## config.mk

```make
export PLATFORM = sky130hd
export DESIGN_NAME = nes_poll_controller_flat
export DESIGN_NICKNAME = d
export VERILOG_FILES = /design/src/rtl/nes_poll_controller_if.sv /design/src/rtl/nes_poll_controller.sv /design/src/flat_wrapper.sv
export SDC_FILE = /design/constraint.sdc
export NUM_CORES = 1
export LEC_CHECK = 0
export ABC_AREA = 1
export ABC_CLOCK_PERIOD_IN_PS = 3440
export CORE_MARGIN = 5
export CORE_UTILIZATION = 45
export DETAILED_ROUTE_END_ITERATION = 12
export MAX_ROUTING_LAYER = met4
export PLACE_DENSITY = 0.7
export SYNTH_ARGS = -nofsm -noshare
export SYNTH_HDL_FRONTEND = slang
export SYNTH_SLANG_ARGS = --single-unit
export TNS_END_PERCENT = 1
```

## constraint.sdc

```tcl
create_clock -name clk -period 3.44 [get_ports clk]
set_clock_uncertainty 0.2 [all_clocks]
set_input_delay 0.688 -clock clk [delete_from_list [all_inputs] [get_ports clk]]
set_output_delay 0.688 -clock clk [all_outputs]
set_load 0.02 [all_outputs]
```

## src/rtl/nes_poll_controller_if.sv

```systemverilog
// Bundle of controller pad and host-side signals for nes_poll_controller.
// pressEdge exists only when NES_PRESS_EDGE_EN is defined.
interface nes_poll_controller_if;
    logic       enable;
    logic       nesData;
    logic       nesLatch;
    logic       nesClk;
    logic [7:0] buttons;
    logic       valid;
`ifdef NES_PRESS_EDGE_EN
    logic [7:0] pressEdge;

    modport master (input enable, nesData, output nesLatch, nesClk, buttons, valid, pressEdge);
    modport slave  (output enable, nesData, input nesLatch, nesClk, buttons, valid, pressEdge);
`else
    modport master (input enable, nesData, output nesLatch, nesClk, buttons, valid);
    modport slave  (output enable, nesData, input nesLatch, nesClk, buttons, valid);
`endif
endinterface

```

## src/rtl/nes_poll_controller.sv

```systemverilog
// Periodic NES gamepad poller: latch, 8 shift clocks, publish one button byte per frame.
// Optional NES_PRESS_EDGE_EN adds pressEdge (newly pressed buttons, valid-cycle only).
module nes_poll_controller #(
    parameter int HALF_CYCLES = 300,
    parameter int POLL_CYCLES = 833333
) (
    input logic clk,
    input logic reset,
    nes_poll_controller_if.master bus
);
    localparam int PW = (POLL_CYCLES > 1) ? $clog2(POLL_CYCLES) : 1;
    localparam int HW = $clog2(2 * HALF_CYCLES);

    typedef enum logic [2:0] {WAIT, LATCH, CLK_LOW, CLK_HIGH, DONE} stateType;

    stateType        state, nextState;
    logic [PW-1:0]   pollCnt;
    logic [HW-1:0]   phaseCnt;
    logic [2:0]      bitIdx;
    logic [7:0]      shiftReg;
    logic [1:0]      dataSync;
    logic [7:0]      buttonsReg;
    logic            latchReg, clkReg, validReg;
    logic            tick, phaseLast;
    logic            latchNext, clkNext, validNext;
`ifdef NES_PRESS_EDGE_EN
    logic [7:0]      pressEdgeReg;
`endif

    assign tick      = (pollCnt == PW'(POLL_CYCLES - 1));
    assign phaseLast = (state == LATCH) ? (phaseCnt == HW'(2 * HALF_CYCLES - 1))
                                        : (phaseCnt == HW'(HALF_CYCLES - 1));

    always_ff @(posedge clk or posedge reset) begin
        if (reset) begin
            state      <= WAIT;
            pollCnt    <= '0;
            phaseCnt   <= '0;
            bitIdx     <= '0;
            shiftReg   <= '0;
            dataSync   <= 2'b11;
            buttonsReg <= '0;
            latchReg   <= 1'b0;
            clkReg     <= 1'b0;
            validReg   <= 1'b0;
`ifdef NES_PRESS_EDGE_EN
            pressEdgeReg <= '0;
`endif
        end else begin
            state    <= nextState;
            pollCnt  <= tick ? '0 : pollCnt + 1'b1;
            dataSync <= {dataSync[0], bus.nesData};

            if (state == WAIT || state == DONE || phaseLast)
                phaseCnt <= '0;
            else
                phaseCnt <= phaseCnt + 1'b1;

            if (state == LATCH)
                bitIdx <= '0;
            else if (state == CLK_HIGH && phaseLast)
                bitIdx <= bitIdx + 1'b1;

            // Sample at the end of the low phase, just before the pad shifts on the rising clock
            if (state == CLK_LOW && phaseLast)
                shiftReg[bitIdx] <= ~dataSync[1];

            if (validNext)
                buttonsReg <= shiftReg;
`ifdef NES_PRESS_EDGE_EN
            pressEdgeReg <= validNext ? (shiftReg & ~buttonsReg) : 8'h00;
`endif
            latchReg <= latchNext;
            clkReg   <= clkNext;
            validReg <= validNext;
        end
    end

    always_comb begin
        nextState = state;
        unique case (state)
            WAIT:     if (tick && bus.enable) nextState = LATCH;
            LATCH:    if (phaseLast) nextState = CLK_LOW;
            CLK_LOW:  if (phaseLast) nextState = CLK_HIGH;
            CLK_HIGH: if (phaseLast) nextState = (bitIdx == 3'd7) ? DONE : CLK_LOW;
            DONE:     nextState = WAIT;
            default:  nextState = WAIT;
        endcase
    end

    // Outputs are decoded from the next state so the registered pins line up with the state
    always_comb begin
        latchNext = (nextState == LATCH);
        clkNext   = (nextState == CLK_HIGH);
        validNext = (nextState == DONE);
    end

    assign bus.nesLatch = latchReg;
    assign bus.nesClk   = clkReg;
    assign bus.buttons  = buttonsReg;
    assign bus.valid    = validReg;
`ifdef NES_PRESS_EDGE_EN
    assign bus.pressEdge = pressEdgeReg;
`endif
endmodule

```

## src/flat_wrapper.sv

```systemverilog
// flat-port wrapper written by rule: the top's interface ports become plain ports
module nes_poll_controller_flat 
#(
    parameter int HALF_CYCLES = 300,
    parameter int POLL_CYCLES = 833333
)
  (clk, reset, bus_enable, bus_nesData, bus_nesLatch, bus_nesClk, bus_buttons, bus_valid);
  nes_poll_controller_if bus_i ();
  input logic clk;
  input logic reset;
  input wire logic [$bits(bus_i.enable)-1:0] bus_enable;
  input wire logic [$bits(bus_i.nesData)-1:0] bus_nesData;
  output wire logic [$bits(bus_i.nesLatch)-1:0] bus_nesLatch;
  output wire logic [$bits(bus_i.nesClk)-1:0] bus_nesClk;
  output wire logic [$bits(bus_i.buttons)-1:0] bus_buttons;
  output wire logic [$bits(bus_i.valid)-1:0] bus_valid;
  assign bus_i.enable = bus_enable;
  assign bus_i.nesData = bus_nesData;
  assign bus_nesLatch = bus_i.nesLatch;
  assign bus_nesClk = bus_i.nesClk;
  assign bus_buttons = bus_i.buttons;
  assign bus_valid = bus_i.valid;
  nes_poll_controller #(.HALF_CYCLES(HALF_CYCLES), .POLL_CYCLES(POLL_CYCLES)) u_core (.clk(clk), .reset(reset), .bus(bus_i));
endmodule
```

==> qor_table.md, run 1 <==
| Item | This run | Unit |
|---|---|---|
| Run status | finished clean | - |
| Standard cell with the maximum stage delay on the critical path | clkdlybuf4s50_1 | - |
| Power per cell area | 368 | nW/um2 |
| Pleak | 1.86 | nW |
| Tot GR Track Use | 15.7 | % |
| Clk Tree Root Cell | clkbuf_8 | - |
| CP Data Required Time | 2.55 | ns |
| Final setup fails | 0 | - |
| Total wire length | 6020 | um |
| Met3 GRT Util | 3.61 | % |
| F_max | 452 | MHz |
| Data arrival at the endpoint of the critical path | 1.32 | ns |
| Post-CTS setup buffer count | 0 | - |
| Top cell family by delay on the critical path | buffers and inverters | - |
| Post-synthesis async set-or-reset flop share | 100 | % |
| Count of input and output buffers | 14 | - |
| Number of warnings issued by yosys | 0 | - |
| Number of H-tree levels | 3 | - |
| Area Growth Syn to Fin | 13.3 | % |
| Switching Fraction | 22.0 | % |
| Most frequent standard cell in the layout excluding fill and tap cells | nand2_1 | - |
| Internal power | 1.03 | mW |
| Setup_tns | 0 | ns |
| Number of antenna violations at the first check in global routing | 0 | - |
| Total buffers and inverters traversed by the critical path | 1 | - |
| Final hold violations | 0 | - |
| Hold path startpoint | u_core.dataSync[0] | - |
| Routed vias | 2,452 | - |
| Hold Path Depth | 0 | - |
| CTS sink count | 57 | - |
| Final max-slew violation count | 0 | - |
| Reg power frac | 51.2 | % |
| Clock-pin transition on the worst setup and hold timing paths | 0.07 | ns |
| Largest fanout on the critical path | 2 | - |
| Cell types occupying the most area after synthesis | dfrtp_1 (44%), nand2_1 (11%), inv_1 (7.6%), nor2_1 (6.3%), nand4_1 (4.6%) | - |
| Width of the chip | 93.7 | um |
| Endpoint of the worst-slack reg-to-reg timing path | u_core.bus.buttons[0] | - |
| Number of DRC markers after the initial detailed-route iteration | 90 | - |
| Overall overflow remaining after global route | 0 | - |
| Top cell type's share of synthesized area | 43.7 | % |
| Net switching power of the design | 0.289 | mW |
| Library cells used by synthesis | 34 | - |
| Logic gate share of total power | 1.4 | % |
| Startpoint Class | register | - |
| Placer Congestion | 0.885 | - |
| Placeable core region | 6790 | um2 |
| Total CTS buffers | 9 | - |
| Max_slew headroom | 71.2 | % |
| Clock Path Buffers | 2 | - |
| Count of cells resized by post-cts repair | 0 | - |
| Detailed-route vias per instance | 4.72 | - |
| HPWL after DPL | 4520 | um |
| Crit path cell chain | clkdlybuf4s50_1 | - |
| Row count | 30 | - |
| Worst hold-check path type | register to register | - |
| R2R setup slack | 1.51 | ns |
| Cell count of the worst reg-to-reg path | 8 | - |
| Most frequent cells in the layout | nand2_1 (95), inv_1 (63), dfrtp_1 (55), nor2_1 (53), nand4_1 (23) | - |
| Worst path max stage delay | 0.62 | ns |
| Most instantiated flip-flop cell in the synthesis netlist | dfrtp_1 | - |
| Setup repair after global routing missed its margin | false | - |
| Relative contribution of the clock network to total power | 47.4 | % |
| Die ar. | 8780 | um2 |
| Worst VDD drop | 210 | uV |
| Type of element capturing the critical path | primary output | - |
| Wire length of the first global-routing pass | 10,600 | um |
| Final standard cell area without fillers | 3570 | um2 |
| Post-detailed-placement cell area | 3380 | um2 |
| Drc violations | 0 | - |
| Highest-utilization routing layer at the global route stage | met2 | - |
| Synthesized area per cell | 7.88 | um2 |
| Routed Antenna Nets | 0 | - |
| Maximum number of pins on one net before global-route repair | 26 | - |
| Final Net Count | 429 | - |
| Share of the cycle needed by the critical path after routing | 64.3 | % |
| # Max-Cap Violations | 0 | - |
| Most area-hungry cell type in the Yosys netlist | dfrtp_1 | - |
| Layout cell share with drive strength beyond 1 | 11.3 | % |
| Count of pins on the block boundary | 15 | - |
| Minimum period implied by the final worst setup slack | 2.21 | ns |
| Clock network latency to the later pin of the worst-skew pair | 0.34 | ns |
| EDFF count, synth | 0 | - |
| Syn nets | 409 | - |
| Transition time at the pin with the least slew margin | 0.429 | ns |
| CTS tree | built | - |
| Met1 Resource Use GR | 20.3 | % |
| Met2 layer usage reported by global route | 23.7 | % |
| Hold EP | u_core.dataSync[1] | - |
| Effective utilization at floorplan | 46.4 | % |
| Flop and latch count out of synthesis | 57 | - |
| Routed length per placed instance | 11.6 | um |
| Vias in the first global route | 2,357 | - |
| Drt first pass iters | 5 | - |
| Post-Synthesis Cell Area | 3150 | um2 |
| Die outline height | 93.7 | um |
| Startpoint-to-endpoint class of the critical path | register to primary output | - |
| Gate count after technology mapping | 400 | - |
| Hold-fix buffers, CTS | 0 | - |
| Worst r2r src | u_core.state[2] | - |
| Ant diodes | 0 | - |
| Sequential share of the synthesized area | 45.3 | % |
per-layer routing:
metal	up-vias	part of all wire, %
li1	1292	-
met1	1123	49
met2	27	46
met3	10	2.7
met4	0	1.8
met5	-	0
how the worst max path moves through the flow:
stage	from	to	slack [ns]	depth (start not counted)
detailed placement	u_core.state[1]	u_core.bus.buttons[0]	1.49	8
global placement	u_core.state[1]	u_core.bus.buttons[7]	1.56	8
CTS	u_core.bus.buttons[2]	bus_buttons[2]	1.22	1
finish	u_core.bus.buttons[0]	bus_buttons[0]	1.23	1
floorplan	reset	u_core.bitIdx[0]	1.16	1
global route	u_core.bus.buttons[2]	bus_buttons[2]	1.19	1
synthesized netlist by cell type, types with 2 or more instances:
cell type / count
a21oi_1: 2
buf_2: 2
buf_6: 3
clkbuf_1: 2
dfrtp_1: 55
dfstp_2: 2
ha_1: 5
inv_1: 64
inv_2: 4
nand2_1: 95
nand2_2: 4
nand2_4: 2
nand3_1: 18
nand3_2: 3
nand3b_1: 2
nand4_1: 23
nor2_1: 53
nor2_2: 2
nor2_4: 2
nor3_1: 14
nor3b_1: 5
o21ai_0: 5
o21ai_2: 8
xnor2_1: 2
xor2_1: 14
layout make-up:
cell class / count / area [um2]
Clock buffer: 10 / 138
Clock inverter: 5 / 56.3
Fill cell: 639 / 3220
Inverter: 70 / 265
Multi-Input combinational cell: 266 / 1410
Sequential cell: 57 / 1430
Tap cell: 96 / 120
Timing Repair Buffer: 16 / 155
metrics by stage:
step | hold WS, ns | utilization [%] | setup slack (ns) | power, mW | instances
final | 0.152 | 52.5 | 1.23 | 1.31 | 520
after global routing | 0.159 | 52.5 | 1.19 | 1.36 | 520
after CTS | 0.155 | 52.5 | 1.22 | 1.33 | 520
after detailed placement | 0.147 | 49.7 | 1.49 | 0.706 | 505
after global placement | 0.148 | 49.7 | 1.56 | 0.705 | 505
after floorplan | 0.145 | - | 1.16 | 0.696 | 400
logic make-up after synthesis:
| family | count (synthesis) | share of synthesized area [%] |
|---|---|---|
| AOI/OAI and AO/OA | 17 | 3.81 |
| xor gates and xnor gates | 16 | 4.45 |
| adders and majority gates | 5 | 1.98 |
| buffers and inverters | 77 | 10.0 |
| DFF | 57 | 45.3 |
| and+or+nand+nor | 228 | 34.4 |
power by group through the flow:
stage	clock network [mW]	logic, mW	registers [mW]
6_report	0.623	0.0179	0.674
5_1_grt	0.665	0.0219	0.673
4_1_cts	0.634	0.0196	0.674
3_5_place_dp	0	0.0196	0.686
3_3_place_gp	0	0.0189	0.686
2_1_floorplan	0	0.0111	0.685
flip-flops by register name, summed over array words and instances, names as in the netlist:
register / cells
u_core.state: 3
u_core.dataSync: 2
u_core.bus.nesLatch: 1
u_core.bitIdx: 3
u_core.phaseCnt: 10
u_core.bus.buttons: 8
u_core.pollCnt: 20
u_core.bus.nesClk: 1
u_core.bus.valid: 1
u_core.shiftReg: 8
Note: power is estimated with default switching activity, not from simulation.
==> run 2, diff against run 1 <==
Settings changed: ABC_CLOCK_PERIOD_IN_PS 3440 to 2300.
Clock period 3.44 ns to 2.3 ns, I/O delays scaled along.
==> qor_table.md, run 2 (synthesized netlist as in run 1, its figures left out) <==
| Item | This run | Unit | vs previous |
|---|---|---|---|
| Final setup fails | 0 | - | unchanged |
| Top cell family by delay on the critical path | buffers and inverters | - |  |
| Reg power frac | 53.5 | % | +2.3 points |
| Most frequent standard cell in the layout excluding fill and tap cells | nand2_1 | - |  |
| Area Growth Syn to Fin | 13.3 | % | about the same |
| Setup_tns | 0 | ns | unchanged |
| Hold EP | u_core.dataSync[1] | - |  |
| Total area of multi-input combinational cells | 1410 | um2 | unchanged |
| Hold path startpoint | u_core.dataSync[0] | - |  |
| Setup repair after global routing missed its margin | false | - |  |
| Tot GR Track Use | 15.8 | % | +0.097 points |
| Routed Antenna Nets | 0 | - | unchanged |
| Width of the chip | 93.7 | um | unchanged |
| Switching Fraction | 22.5 | % | +0.45 points |
| Drc violations | 0 | - | unchanged |
| Number of DRC markers after the initial detailed-route iteration | 189 | - | +110% |
| Final max-slew violation count | 0 | - | unchanged |
| Type of element capturing the critical path | primary output | - |  |
| Run status | finished clean | - |  |
| Startpoint-to-endpoint class of the critical path | register to primary output | - |  |
| Count of pins on the block boundary | 15 | - | unchanged |
| F_max | 505 | MHz |  |
| Worst VDD drop | 344 | uV | +64% |
| Finished Core Util | 52.6 | % | about the same |
| Hold Path Depth | 0 | - | unchanged |
| Cell count of the worst reg-to-reg path | 9 | - | +1 |
| # Max-Cap Violations | 0 | - | unchanged |
| Data arrival at the endpoint of the critical path | 1.32 | ns | about the same |
| Post-CTS setup buffer count | 0 | - | unchanged |
| Total buffers and inverters traversed by the critical path | 1 | - | unchanged |
| Logic gate share of total power | 1.5 | % | about the same |
| CTS sink count | 57 | - | unchanged |
| Die ar. | 8780 | um2 | unchanged |
| Total wire length | 5990 | um | -0.43% |
| Die outline height | 93.7 | um | unchanged |
| Worst hold-check path type | register to register | - |  |
| Most frequent cells in the layout | nand2_1 (95), inv_1 (63), dfrtp_1 (55), nor2_1 (53), nand4_1 (23) | - |  |
| Count of cells resized by post-cts repair | 0 | - | unchanged |
| Total CTS buffers | 9 | - | unchanged |
| Share of the cycle needed by the critical path after routing | 86.1 | % |  |
| Relative contribution of the clock network to total power | 45.0 | % | -2.4 points |
| Pleak | 1.85 | nW | -0.44% |
| Met3 GRT Util | 4.97 | % | +1.4 points |
| CP Data Required Time | 1.64 | ns | -0.91 ns |
| Max FFs per register | 20 | - | unchanged |
| Clock-pin transition on the worst setup and hold timing paths | 0.07 | ns | about the same |
| Number of H-tree levels | 3 | - | unchanged |
| Largest fanout on the critical path | 2 | - | unchanged |
| Placer Congestion | 0.924 | - | +4.4% |
| Worst path max stage delay | 0.61 | ns | about the same |
| Internal power | 1.46 | mW | +43% |
| Layout cell share with drive strength beyond 1 | 11.3 | % | -0.027 points |
| Met1 Resource Use GR | 20.0 | % | -0.30 points |
| Placeable core region | 6790 | um2 | unchanged |
| Endpoint of the worst-slack reg-to-reg timing path | u_core.bus.nesLatch | - |  |
| Top Registers | u_core.pollCnt: 20 flops, u_core.phaseCnt: 10 flops | - |  |
| Met2 layer usage reported by global route | 23.7 | % | unchanged |
| Transition time at the pin with the least slew margin | 0.452 | ns | +0.0235 ns |
| Overall overflow remaining after global route | 0 | - | unchanged |
| Worst r2r src | u_core.pollCnt[0] | - |  |
| Standard cell with the maximum stage delay on the critical path | clkdlybuf4s50_1 | - |  |
| Effective utilization at floorplan | 46.4 | % | unchanged |
| Combined flip-flop and latch cell area | 1430 | um2 | unchanged |
| Count of input and output buffers | 14 | - | unchanged |
| Clk Tree Root Cell | clkbuf_8 | - |  |
| Startpoint Class | register | - |  |
| Hold-fix buffers, CTS | 0 | - | unchanged |
| Maximum number of pins on one net before global-route repair | 58 | - | +120% |
| Power per cell area | 528 | nW/um2 | +43% |
| R2R setup slack | 0.41 | ns | -1.10 ns |
| Top register by number of flip-flops | u_core.pollCnt | - |  |
| Drt first pass iters | 4 | - | -1 |
| Highest-utilization routing layer at the global route stage | met2 | - |  |
| Number of antenna violations at the first check in global routing | 0 | - | unchanged |
| Routed vias | 2,539 | - | +3.5% |
| Net switching power of the design | 0.423 | mW | +46% |
| Max_slew headroom | 69.6 | % | -1.6 points |
| Detailed-route vias per instance | 4.87 | - | +3.3% |
| Wire length of the first global-routing pass | 10,800 | um | +2.0% |
| Final Net Count | 429 | - | unchanged |
| CTS tree | built | - |  |
| Ant diodes | 0 | - | unchanged |
| Clock network latency to the later pin of the worst-skew pair | 0.34 | ns | about the same |
| Fill cell count | 648 | - | +1.4% |
| Vias in the first global route | 2,454 | - | +4.1% |
| Final hold violations | 0 | - | unchanged |
| Routed length per placed instance | 11.5 | um | -0.62% |
| Clock Path Buffers | 2 | - | unchanged |
| Crit path cell chain | clkdlybuf4s50_1 | - |  |
| Row count | 30 | - | unchanged |
| Minimum period implied by the final worst setup slack | 1.98 | ns |  |
| HPWL after DPL | 4340 | um | -4.1% |
[run 2: final cells by class]
cell class              instances  share of cell area, %
well taps                      96                   3.36
flip-flops and latches         57                   40.0
clock buffers                  12                   4.34
multi-input cells             266                   39.4
inverters                      70                   7.43
clock inverters                 4                  0.771
repair buffers                 16                   4.70
[run 2: stage by stage]
| step | area [um2] | instances | setup slack [ns] | power (mW) | hold slack, ns |
|---|---|---|---|---|---|
| floorplan | 3150 | 400 | 0.244 | 1.04 | 0.145 |
| global placement | 3390 | 505 | 0.428 | 1.06 | 0.146 |
| detailed placement | 3390 | 505 | 0.410 | 1.06 | 0.150 |
| CTS | 3570 | 521 | 0.298 | 1.92 | 0.160 |
| global route | 3570 | 521 | 0.253 | 1.96 | 0.165 |
| finish | 3570 | 521 | 0.321 | 1.88 | 0.158 |
[run 2: power groups by stage]
stage	Clock, mW	Sequential, mW	Combinational, mW
after global routing	0.914	1.01	0.0340
after floorplan	0	1.02	0.0167
after CTS	0.877	1.01	0.0307
after detailed placement	0	1.03	0.0307
final	0.849	1.01	0.0283
after global placement	0	1.03	0.0300
[run 2: worst max-delay path by stage]
stage / startpoint / cells after the start / to / slack, ns
after CTS: u_core.bus.buttons[2] / 1 / bus_buttons[2] / 0.30
final: u_core.bus.buttons[2] / 1 / bus_buttons[2] / 0.32
after global routing: u_core.pollCnt[0] / 9 / u_core.bus.nesLatch / 0.25
after detailed placement: u_core.phaseCnt[0] / 8 / u_core.bus.buttons[2] / 0.41
after floorplan: reset / 1 / u_core.bitIdx[0] / 0.24
after global placement: u_core.pollCnt[0] / 9 / u_core.bus.nesLatch / 0.43
[run 2: per-layer routing]
metal  vias to the layer above  share of wire (%)  routed length [um]
li1                       1296                  -                   -
met1                      1183                 47                2830
met2                        44                 46                2760
met3                        16                4.7                 283
met4                         0                2.0                 120
met5                         -                  0                   0
